### src/rtl/sdpram_arb_pkg.sv
// sdpram_arb_pkg: shared client count, client id and grant types for the sdpram arbiter
package sdpram_arb_pkg;
  localparam int NUM_CLIENTS = 2;
  typedef logic client_id_t;
  typedef struct packed {
    logic       valid;
    client_id_t id;
  } grant_t;
endpackage

### src/rtl/sdpram_arbiter_if.sv
// sdpram_arbiter_if: client handshakes plus RAM port A/B signals owned by the arbiter
interface sdpram_arbiter_if
  import sdpram_arb_pkg::*;
#(
  parameter int DATA_WIDTH = 8,
  parameter int ADDR_WIDTH = 6
);
  logic [NUM_CLIENTS-1:0]                 w_valid;
  logic [NUM_CLIENTS-1:0][ADDR_WIDTH-1:0] w_addr;
  logic [NUM_CLIENTS-1:0][DATA_WIDTH-1:0] w_data;
  logic [NUM_CLIENTS-1:0]                 w_ready;
  logic [NUM_CLIENTS-1:0]                 r_valid;
  logic [NUM_CLIENTS-1:0][ADDR_WIDTH-1:0] r_addr;
  logic [NUM_CLIENTS-1:0]                 r_ready;
  logic [NUM_CLIENTS-1:0]                 r_rvalid;
  logic [DATA_WIDTH-1:0]                  r_rdata;
  logic                                   wena;
  logic [ADDR_WIDTH-1:0]                  addra;
  logic [DATA_WIDTH-1:0]                  dina;
  logic                                   renb;
  logic [ADDR_WIDTH-1:0]                  addrb;
  logic [DATA_WIDTH-1:0]                  doutb;
  modport slave (
    input  w_valid, w_addr, w_data, r_valid, r_addr, doutb,
    output w_ready, r_ready, r_rvalid, r_rdata, wena, addra, dina, renb, addrb
  );
  modport master (
    output w_valid, w_addr, w_data, r_valid, r_addr, doutb,
    input  w_ready, r_ready, r_rvalid, r_rdata, wena, addra, dina, renb, addrb
  );
endinterface

### src/rtl/sdpram_arbiter_rr_arb2.sv
// rr_arb2: two-requester round-robin arbiter; the pointer toggles on every taken grant
module rr_arb2
  import sdpram_arb_pkg::*;
(
  input  logic                   clk,
  input  logic                   rst,
  input  logic [NUM_CLIENTS-1:0] req,
  input  logic                   adv,
  output logic [NUM_CLIENTS-1:0] gnt,
  output client_id_t             id
);
  client_id_t ptr_q, ptr_d;
  always_comb begin
    id    = &req ? ptr_q : req[1];
    gnt   = {NUM_CLIENTS{|req}} & {id, ~id};
    ptr_d = adv ? ~ptr_q : ptr_q;
  end
  always_ff @(posedge clk or negedge rst)
    if (!rst) ptr_q <= '0;
    else      ptr_q <= ptr_d;
endmodule

### src/rtl/sdpram_arbiter.sv
// sdpram_arbiter: round-robin write/read arbitration in front of a simple dual-port RAM.
// SDPRAM_ARB_RAW_STALL_EN delays a read that hits the address being written this cycle.
module sdpram_arbiter
  import sdpram_arb_pkg::*;
#(
  parameter int DATA_WIDTH = 8,
  parameter int ADDR_WIDTH = 6
) (
  input logic clk,
  input logic rst,
  sdpram_arbiter_if.slave bus
);
  logic [NUM_CLIENTS-1:0] w_gnt, r_gnt;
  client_id_t             w_id, r_id, rtag_q, rtag_d;
  grant_t                 wg, rg;
  logic                   w_take, r_take, stall, rpend_q, rpend_d;
  logic [ADDR_WIDTH-1:0]  w_addr_win, r_addr_win;
  logic [DATA_WIDTH-1:0]  w_data_win;
  rr_arb2 u_warb (.clk, .rst, .req(bus.w_valid), .adv(w_take), .gnt(w_gnt), .id(w_id));
  rr_arb2 u_rarb (.clk, .rst, .req(bus.r_valid), .adv(r_take), .gnt(r_gnt), .id(r_id));
  always_comb begin
    wg.valid   = rst && (|bus.w_valid);
    wg.id      = w_id;
    rg.valid   = rst && (|bus.r_valid);
    rg.id      = r_id;
    w_addr_win = bus.w_addr[wg.id];
    w_data_win = bus.w_data[wg.id];
    r_addr_win = bus.r_addr[rg.id];
`ifdef SDPRAM_ARB_RAW_STALL_EN
    stall      = wg.valid && (r_addr_win == w_addr_win);
`else
    stall      = 1'b0;
`endif
    w_take       = wg.valid;
    r_take       = rg.valid && !stall;
    bus.w_ready  = w_take ? w_gnt : '0;
    bus.r_ready  = r_take ? r_gnt : '0;
    bus.wena     = w_take;
    bus.addra    = w_addr_win;
    bus.dina     = w_data_win;
    bus.renb     = r_take;
    bus.addrb    = r_addr_win;
    rpend_d      = r_take;
    rtag_d       = rg.id;
    bus.r_rvalid = {rpend_q & rtag_q, rpend_q & ~rtag_q};
    bus.r_rdata  = bus.doutb;
  end
  always_ff @(posedge clk or negedge rst)
    if (!rst) begin
      rpend_q <= 1'b0;
      rtag_q  <= '0;
    end else begin
      rpend_q <= rpend_d;
      rtag_q  <= rtag_d;
    end
endmodule

### src/flat_wrapper.sv
// flat-port wrapper written by rule: the top's interface ports become plain ports
module sdpram_arbiter_flat import sdpram_arb_pkg::*;
#(
  parameter int DATA_WIDTH = 8,
  parameter int ADDR_WIDTH = 6
)
  (clk, rst, bus_w_valid, bus_w_addr, bus_w_data, bus_r_valid, bus_r_addr, bus_doutb, bus_w_ready, bus_r_ready, bus_r_rvalid, bus_r_rdata, bus_wena, bus_addra, bus_dina, bus_renb, bus_addrb);
  sdpram_arbiter_if #(.DATA_WIDTH(DATA_WIDTH), .ADDR_WIDTH(ADDR_WIDTH)) bus_i ();
  input logic clk;
  input logic rst;
  input wire logic [$bits(bus_i.w_valid)-1:0] bus_w_valid;
  input wire logic [$bits(bus_i.w_addr)-1:0] bus_w_addr;
  input wire logic [$bits(bus_i.w_data)-1:0] bus_w_data;
  input wire logic [$bits(bus_i.r_valid)-1:0] bus_r_valid;
  input wire logic [$bits(bus_i.r_addr)-1:0] bus_r_addr;
  input wire logic [$bits(bus_i.doutb)-1:0] bus_doutb;
  output wire logic [$bits(bus_i.w_ready)-1:0] bus_w_ready;
  output wire logic [$bits(bus_i.r_ready)-1:0] bus_r_ready;
  output wire logic [$bits(bus_i.r_rvalid)-1:0] bus_r_rvalid;
  output wire logic [$bits(bus_i.r_rdata)-1:0] bus_r_rdata;
  output wire logic [$bits(bus_i.wena)-1:0] bus_wena;
  output wire logic [$bits(bus_i.addra)-1:0] bus_addra;
  output wire logic [$bits(bus_i.dina)-1:0] bus_dina;
  output wire logic [$bits(bus_i.renb)-1:0] bus_renb;
  output wire logic [$bits(bus_i.addrb)-1:0] bus_addrb;
  assign bus_i.w_valid = bus_w_valid;
  assign bus_i.w_addr = bus_w_addr;
  assign bus_i.w_data = bus_w_data;
  assign bus_i.r_valid = bus_r_valid;
  assign bus_i.r_addr = bus_r_addr;
  assign bus_i.doutb = bus_doutb;
  assign bus_w_ready = bus_i.w_ready;
  assign bus_r_ready = bus_i.r_ready;
  assign bus_r_rvalid = bus_i.r_rvalid;
  assign bus_r_rdata = bus_i.r_rdata;
  assign bus_wena = bus_i.wena;
  assign bus_addra = bus_i.addra;
  assign bus_dina = bus_i.dina;
  assign bus_renb = bus_i.renb;
  assign bus_addrb = bus_i.addrb;
  sdpram_arbiter #(.DATA_WIDTH(DATA_WIDTH), .ADDR_WIDTH(ADDR_WIDTH)) u_core (.clk(clk), .rst(rst), .bus(bus_i));
endmodule
### config.mk
export PLATFORM = sky130hd
export DESIGN_NAME = sdpram_arbiter_flat
export DESIGN_NICKNAME = d
export VERILOG_FILES = /design/src/rtl/sdpram_arb_pkg.sv /design/src/rtl/sdpram_arbiter_if.sv /design/src/rtl/sdpram_arbiter_rr_arb2.sv /design/src/rtl/sdpram_arbiter.sv /design/src/flat_wrapper.sv
export SDC_FILE = /design/constraint.sdc
export NUM_CORES = 1
export LEC_CHECK = 0
export ABC_AREA = 1
export CAP_MARGIN = 10
export CORE_ASPECT_RATIO = 1.4
export CORE_MARGIN = 5
export CORE_UTILIZATION = 21
export CTS_CLUSTER_SIZE = 40
export DETAILED_ROUTE_END_ITERATION = 16
export GPL_TIMING_DRIVEN = 0
export PLACE_DENSITY = 0.82
export SLEW_MARGIN = 10
export SYNTH_ARGS = -nofsm -noshare
export SYNTH_HDL_FRONTEND = slang
export SYNTH_SLANG_ARGS = --single-unit
### constraint.sdc
create_clock -name clk -period 0.9 [get_ports clk]
set_input_delay 0.18 -clock clk [delete_from_list [all_inputs] [get_ports clk]]
set_output_delay 0.18 -clock clk [all_outputs]
set_load 0.02 [all_outputs]
After elaboration in Yosys (flattened, before gate mapping)
Cells that the tools add are included.
- register bits: 4
- bits of input ports: 54
- output and inout bits: 36
- magnitude comparators: 2
- mux-type cells: 10
- bitwise gates (word level): 9
- reduce and logical (&&, ||, !) cells: 6
- operators by type and width (operator ; count):
    $mux 6 ; 4
    $mux 8 ; 2
    $not 1->1 ; 5
    $and 2x2->2 ; 2
    $lt 1x2->1 const B ; 2
    $mux 2 ; 2
    $reduce_and 2->1 ; 2
    $reduce_or 2->1 ; 2
    $and 1x1->1 ; 2
    $logic_and 1x1->1 ; 2
    $mux 1 ; 2

Logic depth before layout (Yosys ltp)
Gate-level depths: netlist of run 1.
- depth in word-level cells: 5
- depth in mapped cells: 6

Cells and area by module
A second synthesis of run 1 with hierarchy kept.
- cell total of the unflattened synthesis: 115
- area total of the unflattened synthesis: 641.9 µm²
- by module, submodules not included (module ; times used ; cells an instance ; area each (µm²) ; seq. area each (µm²)):
    sdpram_arbiter ; 1 ; 91 ; 494.2 ; 50.0
    rr_arb2 ; 2 ; 12 ; 73.8 ; 25.0

Worst setup path after synthesis of run 1
No wires, ideal clock.
- path kind: flip-flop to output port
- from: reg u_core.u_rarb.ptr_q
- to: out bus_r_ready[0]
- data arrival time: 0.968 ns
- data required time: 0.720 ns
- slack: -0.248 ns
- stages on the path, launching flop included: 6
- path buffers: 0
- cells stage by stage: dfrtp_1 -> inv_1 -> nand2_2 -> nand2_2 -> inv_2 -> nor2_1
- word-level cells in the longest chain between the ends: 4
- ends and longest elaborated chain (item ; RTL line ; text):
    start: declaration ; sdpram_arbiter_rr_arb2.sv:12 ; client_id_t ptr_q, ptr_d;
    start signal: assignment ; sdpram_arbiter_rr_arb2.sv:20 ; else ptr_q <= ptr_d;
    $mux 1 ; sdpram_arbiter_rr_arb2.sv:14 ; id = &req ? ptr_q : req[1];
    named net u_core.r_id ; sdpram_arbiter.sv:14 ; client_id_t w_id, r_id, rtag_q, rtag_d;
    $not 1->1 ; sdpram_arbiter_rr_arb2.sv:15 ; gnt = {NUM_CLIENTS{|req}} & {id, ~id};
    $and 2x2->2 ; sdpram_arbiter_rr_arb2.sv:15 ;
    $mux 2 ; sdpram_arbiter.sv:37 ; bus.r_ready = r_take ? r_gnt : '0;
    end: declaration ; flat_wrapper.sv:18 ; output wire logic [$bits(bus_i.r_ready)-1:0] bus_r_ready;
The timed path passes the listed nets, and every way through them passes these cells.

Worst setup path after layout of run 1
- from: reg u_core.u_warb.ptr_q
- to: out bus_dina[2]
- word-level cells in the longest chain between the ends: 3
- ends and longest elaborated chain (item ; RTL line ; text):
    start: declaration ; sdpram_arbiter_rr_arb2.sv:12 ;
    start signal: assignment ; sdpram_arbiter_rr_arb2.sv:20 ;
    $mux 1 ; sdpram_arbiter_rr_arb2.sv:14 ;
    $mux 8 (implied by the code) (2 in series) ; sdpram_arbiter.sv:27 ; w_data_win = bus.w_data[wg.id];
    end: declaration ; flat_wrapper.sv:23 ; output wire logic [$bits(bus_i.dina)-1:0] bus_dina;
No other way between the ends. The select of a mux whose other input is x is not followed.

==> results.cfg, run 1 <==
[run_status]
status = finished, violations left
violations = setup timing

[routing]
drc = 0
ant_nets = 0
num_vias = 1014
viasPerCell = 4.261
drt-wirelength-per-cell_um = 12.26
drt_first_iter_violations = 10
drt-total-wl_um = 2918
dr.pass1.iters = 3

[sta]
min_period_ps = 1408
clock_skew_ps = 0.06291
hold_ws_ps = 247.9
setup_violations = 27
slew_viol_final = 0
worstMarginPinSlew_ps = 213.2
hold_viol_final = 0
tns_ps = -11360
fin_crit_sh = 1.565
max_freq_ghz = 0.7102
rsz0062_at_grt = yes
setup_slack_ps = -508.1
max-slew-margin-rel = 0.8584

[power_and_ir_drop]
leakage_nw = 0.9570
p_per_area_nw_per_um2 = 1054
ir_drop_mv = 0.9124

[setup_path]
required_ps = 720
rr_endpoint = u_core.rtag_q$_DFF_PN0_
rr_worst_depth = 4
cp.arrival_ps = 1230
crit_fanout = 5
reg2reg_from = u_core.u_rarb.ptr_q$_DFFE_PN0P_
crit_path_start_kind = flip-flop
r2r_setup_slack_ps = 40
crit_path_end_kind = output port
path_class = flip-flop to output port

[final_layout]
post-route-util = 0.6786
multi_input_area_sq_um = 635.6
fillers = 222
fin_cells = 238
area_growth_pct = 218.1
drive_gt1_frac = 0.5323
final_nets = 257
antenna_cells = 0
seqCellArea_sq_um = 100.1

[synth]
synth_cells = 110
yosysWarnings = 0
synthArstFlopShare = 1.000
synth_top_area_cell = nand2_1
synth.distinct_cells = 12
syn_area_per_cell_sq_um = 5.414
syn_area_sq_um = 595.6
synth.net_count = 164
synth_edf_count = 0
yosysTopAreaCellShare = 0.2962
synth.most_common_cell = nand2_1
ys_seq_area_frac = 0.1681
synthFlopType = dfrtp_1
yosys-top-cells-count = 47 x nand2_1, 22 x nand3_1, 12 x inv_1
ys_seq_elements = 4
synthTopCellsByArea = nand2_1 30%, nand3_1 18%, dfrtp_1 17%

[placed_design]
dp.cells = 226
io_buffers = 79
dp_hpwl_um = 2261
place_congestion = 0.7319

[grt]
first_global_vias = 1065
antenna_found_initial = 0
overflow = 0
grt_pass1_wl_um = 4422
grt_max_degree = 11
track_usage = 0.1526

[cts]
clk_pin_slew_ps = 30
clk_latency_ps = 220
cts_sinks = 4
cts-root-buf = clkbuf_8
clock_path_buffers = 2
cts_tree = built
cts_buffers = 3
htreeDepth = 1

[min_path]
hold_path_class = input pin to flip-flop
min_from = rst
worst_hold_path.endpoint = u_core.rpend_q$_DFF_PN0_
hold_depth = 3

[run]
drv_cap = 0

[floorplanning]
num_rows = 23
die_y_um = 73.01
dieArea_sq_um = 4016
start_util = 0.2134
core_sq_um = 2791
die_x_um = 55.01
pin_count = 90
-- kinds of logic (layout without fill, tap and decap cells) --
group / count (synthesis) / after routing / synth area share
compound gates: 2 / 2 / 0.01681
buf+inv: 26 / 117 / 0.2437
flops: 4 / 4 / 0.1681
simple gates: 78 / 78 / 0.5714
-- routing by layer --
metal	global-route usage	vias up	wire, um
met3	0.04908	7	345
met5	0	-	0
li1	-	513	-
met2	0.2789	55	1594
met1	0.1416	439	897
met4	0.08108	0	80
-- state kept, by name (all words and copies together) (netlist names) --
signal	cells
u_core.u_rarb.ptr_q	1
u_core.rpend_q	1
u_core.u_warb.ptr_q	1
u_core.rtag_q	1
-- stage by stage --
| step | power, mW | setup slack, ps | instance area, sq um |
|---|---|---|---|
| global placement | 1.364 | -1103 | 1599 |
| global route | 2.129 | -570.2 | 1894 |
| finish | 1.997 | -508.1 | 1894 |
| CTS | 1.959 | -505.2 | 1832 |
| detailed placement | 1.377 | -1115 | 1599 |
| floorplan | 0.8358 | -151.6 | 762.0 |
-- timing repair --
item                                    CTS  global route
setup buffers                             5             2
hold endpoints to repair                  4             0
pin swaps                                20            10
hold buffers                              1             0
endpoints found under the setup margin   40            28
gates cloned                              1             0
resized for setup                       216            10
-- critical path: stages (launching register included) --
cell and delay (ps):
dfrtp_1 390, inv_2 80, nand2_4 80, nand2_8 90, buf_16 140, nand2_4 50
nand2_4 60, buf_6 110
-- how the worst max path moves through the flow --
stage	slack [ps]	end	startpoint
finish	-510	bus_dina[2]	u_core.u_warb.ptr_q$_DFFE_PN0P_
global route	-570	bus_dina[2]	u_core.u_warb.ptr_q$_DFFE_PN0P_
CTS	-510	bus_addra[0]	u_core.u_warb.ptr_q$_DFFE_PN0P_
detailed placement	-1110	bus_addra[0]	bus_w_valid[0]
global placement	-1100	bus_w_ready[0]	rst
floorplan	-150	bus_addra[1]	u_core.u_warb.ptr_q$_DFFE_PN0P_
-- placed cells by master (no fill, tap or decap) --
master / count
clkdlybuf4s50_1: 40
buf_6: 29
nand2_4: 25
buf_4: 19
nand3_1: 19
nand2_2: 13
nand2_1: 11
inv_1: 10
dlygate4sd2_1: 8
nor2_4: 4
dfrtp_1: 4
nand3_2: 3
clkbuf_8: 3
inv_2: 2
nand2_8: 2
o21ai_2: 2
buf_8: 1
inv_6: 1
nor2_1: 1
buf_16: 1
dlygate4sd3_1: 1
buf_2: 1
buf_12: 1
-- power by group --
group | switching, mW | internal [mW]
registers | 0.0188 | 0.206
logic | 0.663 | 0.714
clock network | 0.108 | 0.286
-- layout make-up --
type | count | share of cell area
Clock buffer | 3 | 0.02180
Sequential cell | 4 | 0.05284
Multi-Input combinational cell | 80 | 0.3355
Buffer | 13 | 0.05945
Timing Repair Buffer | 88 | 0.4775
Tap cell | 37 | 0.02444
Inverter | 13 | 0.02840
Note: power is estimated with default switching activity, not from simulation.
==> run 2: changes to the inputs <==
--- a/config.mk
+++ b/config.mk
@@ -8,13 +8,13 @@
 export ABC_AREA = 1
 export CAP_MARGIN = 10
 export CORE_ASPECT_RATIO = 1.4
-export CORE_MARGIN = 5
+export CORE_MARGIN = 2
 export CORE_UTILIZATION = 21
+export CTS_CLUSTER_DIAMETER = 50
 export CTS_CLUSTER_SIZE = 40
 export DETAILED_ROUTE_END_ITERATION = 16
 export GPL_TIMING_DRIVEN = 0
 export PLACE_DENSITY = 0.82
-export SLEW_MARGIN = 10
 export SYNTH_ARGS = -nofsm -noshare
 export SYNTH_HDL_FRONTEND = slang
 export SYNTH_SLANG_ARGS = --single-unit
==> run 2 against run 1 <==
  * The flow still finishes with violations (setup timing)
  * Utilization up 3.3 points
  * Clock-buffer cell count unchanged
  * Clock skew up 2.3 ps
  * Power down 7.3%
  * Non-clock buffer count up 5
  * Final cell count up 1.7%
  * Register-to-register slack worse by 20 ps
  * Critical endpoint is now bus_dina[6]
  * Largest cell class unchanged
  * Largest power group unchanged
==> results.cfg, run 2 (synthesized netlist as in run 1, its figures left out) <==
[final_layout]
antenna_cells = 0
layout_common_cells = 40 x clkdlybuf4s50_1, 26 x buf_4, 25 x buf_6
area_growth_pct = 218.9
fin_cells = 242
final_area_sq_um = 1899
final_nets = 262
final_common_cell = clkdlybuf4s50_1
post-route-util = 0.7113
drive_gt1_frac = 0.5728

[power_and_ir_drop]
leakage_nw = 0.9563
p_per_area_nw_per_um2 = 974.0
power_mw = 1.850
ir_drop_mv = 0.7360

[floorplanning]
start_util = 0.2231
pin_count = 90
die_x_um = 49.01
num_rows = 22
core_sq_um = 2670
die_y_um = 67.01
dieArea_sq_um = 3284

[sta]
max_freq_ghz = 0.6838
hold_ws_ps = 256.8
min_period_ps = 1462
setup_slack_ps = -562.5
worstMarginPinSlew_ps = 222.9
slew_viol_final = 0
rsz0062_at_grt = yes
hold_viol_final = 0
setup_violations = 27
fin_crit_sh = 1.625
clock_skew_ps = 2.389
max-slew-margin-rel = 0.8520

[routing]
wl_met3_um = 251
drc = 0
drt_first_iter_violations = 9
dr.pass1.iters = 3
drt-total-wl_um = 3128
ant_nets = 0
wl_met2_um = 1824
highest_layer = met4
drt-wirelength-per-cell_um = 12.93
num_vias = 1066
wl_met1_um = 1024
viasPerCell = 4.405

[setup_path]
crit_path_end_kind = output port
cp.arrival_ps = 1280
critical_path.max_stage_delay_ps = 350
required_ps = 720
crit_path_start_kind = flip-flop
slowest_stage = dfrtp_1
path_class = flip-flop to output port
path_common_cell = nand2_2
crit_fanout = 5
crit_chain = inv_2 > nand2_4 > nand2_8 > buf_12 > buf_16 > nand2_2 > nand2_2 > buf_6

[cts]
cts_tree = built
htreeDepth = 1
clk_latency_ps = 230
clk_pin_slew_ps = 30
cts_sinks = 4
cts-root-buf = clkbuf_4
cts_buffers = 3
clock_path_buffers = 2

[grt]
antenna_found_initial = 0
track_usage = 0.1864
overflow = 0
first_global_vias = 1145
grt_max_degree = 11
grt_pass1_wl_um = 4809

[placed_design]
place_congestion = 0.6994
io_buffers = 79
dp_hpwl_um = 2328
placed_area_sq_um = 1598
dp.cells = 225

[run_status]
violations = setup timing
status = finished, violations left

[min_path]
hold_path_class = input pin to flip-flop

[run]
drv_cap = 0
[run 2: changes by cell type in the layout (fill, tap and decap cells not counted), sizes merged]
cell and delta:
buf +5
[run 2: through the flow]
step / setup TNS (ps) / setup WS (ps)
floorplan: -2673 / -151.6
global placement: -29490 / -1080
detailed placement: -30600 / -1122
CTS: -12370 / -563.1
global route: -13190 / -615.1
finish: -11870 / -562.5
[run 2: timing repair]
action,4_1_cts,5_1_grt
gates resized for setup,209,15
endpoints found under the hold margin,4,0
setup endpoints to repair,40,28
cloned,1,0
setup buffers,9,4
hold buffers,1,0
pin swaps,20,13
[run 2: final cells by class]
type	count	area (sq um)
timing repair buffer	94	952.2
fill	195	770.7
multi-input combinational	80	623.1
buffer	12	102.6
sequential	4	100.1
inverter	13	53.80
tap	36	45.04
clock buffer	3	22.52
[run 2: per-layer routing]
layer	vias up	global-route usage
li1	526	-
met5	-	0
met4	0	0.06071
met1	479	0.1705
met3	4	0.04933
met2	57	0.3887
[run 2: final timing paths]
check / from / end / slack [ps] / cells after the start
worst min register to register: u_core.u_rarb.ptr_q$_DFFE_PN0P_ / u_core.u_rarb.ptr_q$_DFFE_PN0P_ / 500 / 2
min in group asynchronous: rst / u_core.rtag_q$_DFF_PN0_ / 400 / 2
max in group asynchronous: rst / u_core.u_warb.ptr_q$_DFFE_PN0P_ / 330 / 2
worst max register to register: u_core.u_rarb.ptr_q$_DFFE_PN0P_ / u_core.rtag_q$_DFF_PN0_ / 20 / 4
worst min-delay path: rst / u_core.u_warb.ptr_q$_DFFE_PN0P_ / 260 / 3
worst max-delay path: u_core.u_warb.ptr_q$_DFFE_PN0P_ / bus_dina[6] / -560 / 8
[run 2: critical path: cells and delay by family, from the launching register on]
kind	cells	cell delay (ps)
buffers and inverters	4	440
DFF	1	350
and+or+nand+nor	4	260
[run 2: where the power goes]
group / total [mW] / internal [mW] / leakage (nW) / switching (mW)
Combinational: 1.42 / 0.734 / 0.894 / 0.681
Sequential: 0.223 / 0.206 / 0.0488 / 0.0170
Clock: 0.211 / 0.148 / 0.0138 / 0.0628
==> run 3: changes to the inputs <==
--- a/config.mk
+++ b/config.mk
@@ -15,6 +15,7 @@
 export DETAILED_ROUTE_END_ITERATION = 16
 export GPL_TIMING_DRIVEN = 0
 export PLACE_DENSITY = 0.82
+export SLEW_MARGIN = 20
 export SYNTH_ARGS = -nofsm -noshare
 export SYNTH_HDL_FRONTEND = slang
 export SYNTH_SLANG_ARGS = --single-unit
==> results of run 3 <==
The final DEF is identical to that of run 2; final timing and power are the same.
